--- src/rtl/fetch_stage_pipelined_if.sv ---
// Fetch-stage bus: decode-side control/targets, instruction-memory port and IF/ID outputs.
// The fetch stage uses the master view; decode and memory use the slave view.
interface fetch_stage_pipelined_if #(
  parameter int PC_W = 32,
  parameter int AW   = 8
);
  logic            stall_fp;
  logic            flush_fp;
  logic            branch_taken_fp;
  logic [31:0]     branch_offset_fp;
  logic            jump_fp;
  logic [25:0]     jump_addr_fp;
  logic [AW-1:0]   imem_addr_fp;
  logic [31:0]     imem_data_fp;
  logic [PC_W-1:0] pc_fp;
  logic [31:0]     instr_id_fp;
  logic [PC_W-1:0] pc4_id_fp;
  logic            valid_id_fp;
  logic            halted_fp;
  logic [31:0]     fetch_count_fp;

  modport master (
    input  stall_fp, flush_fp, branch_taken_fp, branch_offset_fp,
           jump_fp, jump_addr_fp, imem_data_fp,
    output imem_addr_fp, pc_fp, instr_id_fp, pc4_id_fp,
           valid_id_fp, halted_fp, fetch_count_fp
  );

  modport slave (
    output stall_fp, flush_fp, branch_taken_fp, branch_offset_fp,
           jump_fp, jump_addr_fp, imem_data_fp,
    input  imem_addr_fp, pc_fp, instr_id_fp, pc4_id_fp,
           valid_id_fp, halted_fp, fetch_count_fp
  );
endinterface

--- src/rtl/fetch_stage_pipelined.sv ---
// Instruction-fetch stage: PC register, instruction-memory addressing and the IF/ID register,
// with stall, flush, one-bubble redirect, halt detection and a fetched-instruction counter.
module fetch_stage_pipelined #(
  parameter int              PC_W       = 32,
  parameter int              IMEM_DEPTH = 256,
  parameter logic [PC_W-1:0] RESET_PC   = '0,
  parameter logic [31:0]     HALT_WORD  = 32'hFC00_0000
) (
  input  logic                      clk_fp,
  input  logic                      rst_fp,
  fetch_stage_pipelined_if.master   bus
);
  localparam int AW = $clog2(IMEM_DEPTH);

  logic [PC_W-1:0] pc_q, pc_d;
  logic [31:0]     instr_id_q, instr_id_d;
  logic [PC_W-1:0] pc4_id_q, pc4_id_d;
  logic            valid_id_q, valid_id_d;
  logic            halted_q, halted_d;
  logic [31:0]     count_q, count_d;

  logic [PC_W-1:0]  pc_plus4;
  logic [PC_W-1:0]  br_tgt;
  logic [PC_W-1:0]  jmp_tgt;
  logic [PC_W+31:0] off_ext;
  logic             unused_off_bits;
  logic             load_valid;
  logic             halt_hit;

  // Targets come from the instruction sitting in ID, so they are based on pc4_id_q.
  assign off_ext         = {{PC_W{bus.branch_offset_fp[31]}}, bus.branch_offset_fp};
  assign br_tgt          = pc4_id_q + {off_ext[PC_W-3:0], 2'b00};
  assign unused_off_bits = ^off_ext[PC_W+31:PC_W-2];

  generate
    if (PC_W > 28) begin : g_jmp_wide
      assign jmp_tgt = {pc4_id_q[PC_W-1:28], bus.jump_addr_fp, 2'b00};
    end else begin : g_jmp_narrow
      assign jmp_tgt = {bus.jump_addr_fp, 2'b00};
    end
  endgenerate

  assign pc_plus4   = pc_q + PC_W'(4);
  assign load_valid = !bus.flush_fp && !bus.stall_fp && !halted_q &&
                      !bus.jump_fp && !bus.branch_taken_fp;
  assign halt_hit   = load_valid && (bus.imem_data_fp == HALT_WORD);

  always_comb begin
    pc_d       = pc_q;
    instr_id_d = instr_id_q;
    pc4_id_d   = pc4_id_q;
    valid_id_d = valid_id_q;
    halted_d   = halted_q | halt_hit;
    count_d    = count_q + {31'd0, load_valid};

    // Loading the halt word freezes the PC at the halt address on the same edge.
    if (halted_q || bus.stall_fp || halt_hit) begin
      pc_d = pc_q;
    end else if (bus.jump_fp) begin
      pc_d = jmp_tgt;
    end else if (bus.branch_taken_fp) begin
      pc_d = br_tgt;
    end else begin
      pc_d = pc_plus4;
    end

    if (bus.flush_fp) begin
      instr_id_d = '0;
      pc4_id_d   = '0;
      valid_id_d = 1'b0;
    end else if (bus.stall_fp) begin
      instr_id_d = instr_id_q;
      pc4_id_d   = pc4_id_q;
      valid_id_d = valid_id_q;
    end else if (load_valid) begin
      instr_id_d = bus.imem_data_fp;
      pc4_id_d   = pc_plus4;
      valid_id_d = 1'b1;
    end else begin
      instr_id_d = '0;
      pc4_id_d   = '0;
      valid_id_d = 1'b0;
    end
  end

  always_ff @(posedge clk_fp) begin
    if (rst_fp) begin
      pc_q       <= RESET_PC;
      instr_id_q <= '0;
      pc4_id_q   <= '0;
      valid_id_q <= 1'b0;
      halted_q   <= 1'b0;
      count_q    <= '0;
    end else begin
      pc_q       <= pc_d;
      instr_id_q <= instr_id_d;
      pc4_id_q   <= pc4_id_d;
      valid_id_q <= valid_id_d;
      halted_q   <= halted_d;
      count_q    <= count_d;
    end
  end

  assign bus.imem_addr_fp   = pc_q[AW+1:2];
  assign bus.pc_fp          = pc_q;
  assign bus.instr_id_fp    = instr_id_q;
  assign bus.pc4_id_fp      = pc4_id_q;
  assign bus.valid_id_fp    = valid_id_q;
  assign bus.halted_fp      = halted_q;
  assign bus.fetch_count_fp = count_q;
endmodule

--- src/flat_wrapper.sv ---
// flat-port wrapper written by rule: the top's interface ports become plain ports
module fetch_stage_pipelined_flat 
#(
  parameter int              PC_W       = 32,
  parameter int              IMEM_DEPTH = 256,
  parameter logic [PC_W-1:0] RESET_PC   = '0,
  parameter logic [31:0]     HALT_WORD  = 32'hFC00_0000
)
  (clk_fp, rst_fp, bus_stall_fp, bus_flush_fp, bus_branch_taken_fp, bus_branch_offset_fp, bus_jump_fp, bus_jump_addr_fp, bus_imem_data_fp, bus_imem_addr_fp, bus_pc_fp, bus_instr_id_fp, bus_pc4_id_fp, bus_valid_id_fp, bus_halted_fp, bus_fetch_count_fp);
  fetch_stage_pipelined_if #(.PC_W(PC_W)) bus_i ();
  input  logic clk_fp;
  input  logic rst_fp;
  input wire logic [$bits(bus_i.stall_fp)-1:0] bus_stall_fp;
  input wire logic [$bits(bus_i.flush_fp)-1:0] bus_flush_fp;
  input wire logic [$bits(bus_i.branch_taken_fp)-1:0] bus_branch_taken_fp;
  input wire logic [$bits(bus_i.branch_offset_fp)-1:0] bus_branch_offset_fp;
  input wire logic [$bits(bus_i.jump_fp)-1:0] bus_jump_fp;
  input wire logic [$bits(bus_i.jump_addr_fp)-1:0] bus_jump_addr_fp;
  input wire logic [$bits(bus_i.imem_data_fp)-1:0] bus_imem_data_fp;
  output wire logic [$bits(bus_i.imem_addr_fp)-1:0] bus_imem_addr_fp;
  output wire logic [$bits(bus_i.pc_fp)-1:0] bus_pc_fp;
  output wire logic [$bits(bus_i.instr_id_fp)-1:0] bus_instr_id_fp;
  output wire logic [$bits(bus_i.pc4_id_fp)-1:0] bus_pc4_id_fp;
  output wire logic [$bits(bus_i.valid_id_fp)-1:0] bus_valid_id_fp;
  output wire logic [$bits(bus_i.halted_fp)-1:0] bus_halted_fp;
  output wire logic [$bits(bus_i.fetch_count_fp)-1:0] bus_fetch_count_fp;
  assign bus_i.stall_fp = bus_stall_fp;
  assign bus_i.flush_fp = bus_flush_fp;
  assign bus_i.branch_taken_fp = bus_branch_taken_fp;
  assign bus_i.branch_offset_fp = bus_branch_offset_fp;
  assign bus_i.jump_fp = bus_jump_fp;
  assign bus_i.jump_addr_fp = bus_jump_addr_fp;
  assign bus_i.imem_data_fp = bus_imem_data_fp;
  assign bus_imem_addr_fp = bus_i.imem_addr_fp;
  assign bus_pc_fp = bus_i.pc_fp;
  assign bus_instr_id_fp = bus_i.instr_id_fp;
  assign bus_pc4_id_fp = bus_i.pc4_id_fp;
  assign bus_valid_id_fp = bus_i.valid_id_fp;
  assign bus_halted_fp = bus_i.halted_fp;
  assign bus_fetch_count_fp = bus_i.fetch_count_fp;
  fetch_stage_pipelined #(.PC_W(PC_W), .IMEM_DEPTH(IMEM_DEPTH), .RESET_PC(RESET_PC), .HALT_WORD(HALT_WORD)) u_core (.clk_fp(clk_fp), .rst_fp(rst_fp), .bus(bus_i));
endmodule
--- config.mk ---
export PLATFORM = sky130hd
export DESIGN_NAME = fetch_stage_pipelined_flat
export DESIGN_NICKNAME = d
export VERILOG_FILES = /design/src/rtl/fetch_stage_pipelined_if.sv /design/src/rtl/fetch_stage_pipelined.sv /design/src/flat_wrapper.sv
export SDC_FILE = /design/constraint.sdc
export NUM_CORES = 1
export LEC_CHECK = 0
export CORE_MARGIN = 2
export CORE_UTILIZATION = 40
export CTS_BUF_LIST = sky130_fd_sc_hd__clkbuf_4
export DETAILED_ROUTE_END_ITERATION = 10
export GPL_TIMING_DRIVEN = 0
export PLACE_DENSITY_LB_ADDON = 0.08
export SYNTH_ARGS = -nofsm -noshare
export SYNTH_HDL_FRONTEND = slang
export SYNTH_SLANG_ARGS = --single-unit
--- constraint.sdc ---
create_clock -name clk_fp -period 4 [get_ports clk_fp]
set_input_delay 0.6 -clock clk_fp [delete_from_list [all_inputs] [get_ports clk_fp]]
set_output_delay 0.6 -clock clk_fp [all_outputs]
set_load 0.01 [all_outputs]
==> qor.yml <==
critical_path:
  cp_num_buf_inv: 4
  worstSetupPathType: "primary input to flip-flop"
  required_ns: 4.46
  worstReg2RegStart: "u_core.bus.pc4_id_fp[2]"
  crit_start: "bus_jump_fp"
  crit_chain: "clkdlybuf4s50_1 -> or2_1 -> buf_4 -> nor3_2 -> nand2_4 -> inv_2 -> clkbuf_1 -> ha_1 -> ha_1 -> nand4_1 -> nor3_1 -> nand2_1 -> xor2_1 -> nor2_1"
  critPathSlowestCell: "clkdlybuf4s50_1"
  crit_family: "simple AND/OR/NAND/NOR gates"
  cp_data_arrival_time_ns: 4.14
  slowest_delay_ns: 0.50
  cp-start-kind: "primary input"
  endpoint_kind: "flip-flop"
  crit_fanout: 10
  path_common_cell: "ha_1"
yosys:
  syn_nets: 1057
  synth_warnings: 0
  syn_area_mm2: 0.00743
  synth_edf_count: 0
  ys_async_sr_fraction_pct: 0
  ys_seq_elements: 130
  ys_types: 69
  yosysSeqAreaShare_pct: 35.0
  syn_avg_cell_area_um2: 8.01
  synth_flop_cell: "dfxtp_1"
  netlist_instances: 928
sta:
  fmax_ghz: 0.272
  tightest_slew_ns: 0.676
  post-route-period-util_pct: 91.9
  slew_headroom_pct: 54.9
  rsz0062_at_grt: "false"
  final_max_slew_viol_count: 0
  min_period_ns: 3.68
  report.final.setup_viol: 0
  skew_ns: 0.0131
  hold_viol: 0
drt:
  wl_per_cell_um: 18.5
  wl_mm: 26.3
  drc: 0
  vias: 7827
  drt_pass1_iterations: 4
  ant_nets: 0
  first_iter_violations: 519
  routed_via_density: 5.51
min_path:
  min_from: "u_core.bus.fetch_count_fp[11]"
  min_path_type: "flip-flop to flip-flop"
floorplan:
  die_w_um: 140
  rows: 49
  io_pins: 234
  initial_core_util_pct: 41.1
  die-area_mm2: 0.0197
  core_mm2: 0.0181
  die_h_um: 140
status:
  outcome: "complete, no violations"
placed_design:
  dp.final_hpwl_mm: 20.3
  gp_congestion: 0.886
  port_buffers: 230
  dp_cells: 1387
pwr:
  p_total_mw: 2.84
  power.leakage_nw: 3.89
  vdd_drop_max_uv: 231
  powerDensity_mw_per_mm2: 274
global_route:
  grt_max_degree: 17
  grt_pass1_vias: 7344
  antenna_found_initial: 3
  track_usage_pct: 26.1
  grt_overflow: 0
  grt_first_pass_wirelength_mm: 40.3
cts:
  cts_buffers: 17
  clk_latency_ns: 0.57
  clockRootBuffer: "clkbuf_4"
  cts.sinks: 130
  cts_tree: "built"
  clock_path_buffers: 2
  h-tree-depth: 4
  post_cts_buffers: 0
  clk_pin_slew_ns: 0.12
finish:
  drive_gt1_share_pct: 5.13
  n_fill_cell: 1730
  fin_nets: 1306
  layout.cells.non_filler: 1421
  area_delta_synth_final_pct: 39.4
flow_run:
  maxCapViolCount: 0
==> layout by cell type (no fill, tap or decap), drive strengths merged, types with 4 or more instances in the layout <==
cell type	instances
or3	13
o21a	5
clkinvlp	4
nand3	30
and2	5
nor3	19
clkbuf	54
a21oi	53
bufinv	4
buf	25
nand2b	5
dfxtp	130
and3	23
a221oi	6
nand4	15
xnor2	29
o21ai	43
inv	10
nand2	83
nor4	6
o211ai	7
mux2i	4
a211oi	11
o22ai	4
or4	4
o221ai	4
xor2	45
clkdlybuf4s50	230
a31oi	9
nor2b	6
o21bai	4
a22oi	66
and4	5
nor2	146
a21o	12
clkinv	6
ha	32
a22o	4
==> layer usage <==
metal  wire, um  vias to the layer above  global-route usage, %  share of wire [%]
met4        452                        2                   7.71                1.7
met3       2020                       35                   6.36                7.7
met5         13                        -                      0              0.049
li1           -                     3853                      -                  -
met1      11700                     3648                   34.7                 44
met2      12100                      289                   42.1                 46
==> worst paths after layout <==
check                                                      to  slack (ns)  cells after the start
worst max-delay path            u_core.bus.fetch_count_fp[28]        0.32                     14
worst min-delay path            u_core.bus.fetch_count_fp[11]        0.51                      2
worst max register to register           u_core.bus.pc_fp[30]        0.82                     10
worst min register to register  u_core.bus.fetch_count_fp[11]        0.51                      2
==> synth_stat cells, types with 3 or more instances <==
cell      instances  share of area [%]
nor3_1           18                1.2
xor2_1           45                5.3
a22oi_1          66                6.7
o211ai_1          7               0.71
clkbuf_1         35                1.8
o21bai_1          4               0.40
and3_1           23                1.9
nand4_1          15                1.3
o41ai_1           3               0.35
nand2_1          81                4.1
mux2i_1           4               0.54
dfxtp_1         130                 35
nand2b_1          5               0.42
nor4_1            6               0.51
ha_1             32                5.4
a31oi_1           9               0.76
a211oi_1         10                1.0
o22ai_1           4               0.34
a21oi_1          53                3.6
buf_4            10                1.0
o21a_1            5               0.51
a21o_1           12                1.2
o21ai_0          41                2.8
o221ai_1          4               0.47
a22o_1            4               0.47
buf_2             4               0.27
or4_1             4               0.40
buf_1             9               0.45
xnor2_1          29                3.4
and4_1            4               0.47
and2_1            5               0.42
nand3_1          30                2.0
nor2_1          144                7.3
nor2b_1           6               0.51
a221oi_1          5               0.59
or3_1            13                1.1
inv_1             9               0.45
==> where the power goes <==
group	leakage (nW)	internal, mW	switching [mW]
clock	0.165	0.509	0.518
sequential	1.05	1.32	0.0381
combinational	2.67	0.221	0.235
==> per-stage QoR <==
stage	instance area, um2	util, %	TNS (ns)	setup slack (ns)	hold slack (ns)
floorplan	7430	-	0	0.796	0.510
global placement	10000	55.4	-2.94	-0.373	0.484
detailed placement	10000	55.4	-3.45	-0.435	0.489
CTS	10400	57.2	0	0.189	0.510
global route	10400	57.3	0	0.0194	0.551
finish	10400	57.3	0	0.322	0.508
==> area by class of cell <==
class	instances	area, um2	share of cell area (%)
antenna	2	5.00	0.0483
buffer	60	283	2.73
clock buffer	19	143	1.38
clock inverter	13	186	1.80
inverter	11	41.3	0.399
multi-input combinational	727	4510	43.5
sequential	130	2600	25.1
tap	229	287	2.77
timing repair buffer	230	2300	22.2
==> repair_timing <==
action	4_1_cts	5_1_grt
gates resized for setup	0	1
setup endpoints to repair	0	4
hold buffers	0	0
==> registers in the layout (all words and copies together) (netlist names) <==
name	flops
u_core.bus.valid_id_fp	1
u_core.bus.instr_id_fp	32
u_core.bus.pc_fp	32
u_core.bus.fetch_count_fp	32
u_core.bus.halted_fp	1
u_core.bus.pc4_id_fp	32
==> cell families (layout without fill, tap and decap cells) <==
| family | Yosys count | in the layout | synth area share (%) |
|---|---|---|---|
| AO/OA/AOI/OAI | 252 | 252 | 22.8 |
| XOR/XNOR | 74 | 74 | 8.72 |
| adder cells (fa/ha/maj) | 33 | 33 | 5.66 |
| buffers and inverters | 71 | 333 | 4.36 |
| flip-flops | 130 | 130 | 35.0 |
| multiplexers | 4 | 4 | 0.539 |
| other | 0 | 2 | 0 |
| AND/OR/NAND/NOR | 364 | 364 | 22.9 |
==> worst register-to-register path, delay by kind of cell, from the launching register on <==
family                   cells  cell delay, ns
adder cells (fa/ha/maj)      2            0.69
AND/OR/NAND/NOR              3            0.46
AO/OA/AOI/OAI                5            1.60
flip-flops                   1            0.36
(Power assumes the default switching activity.)
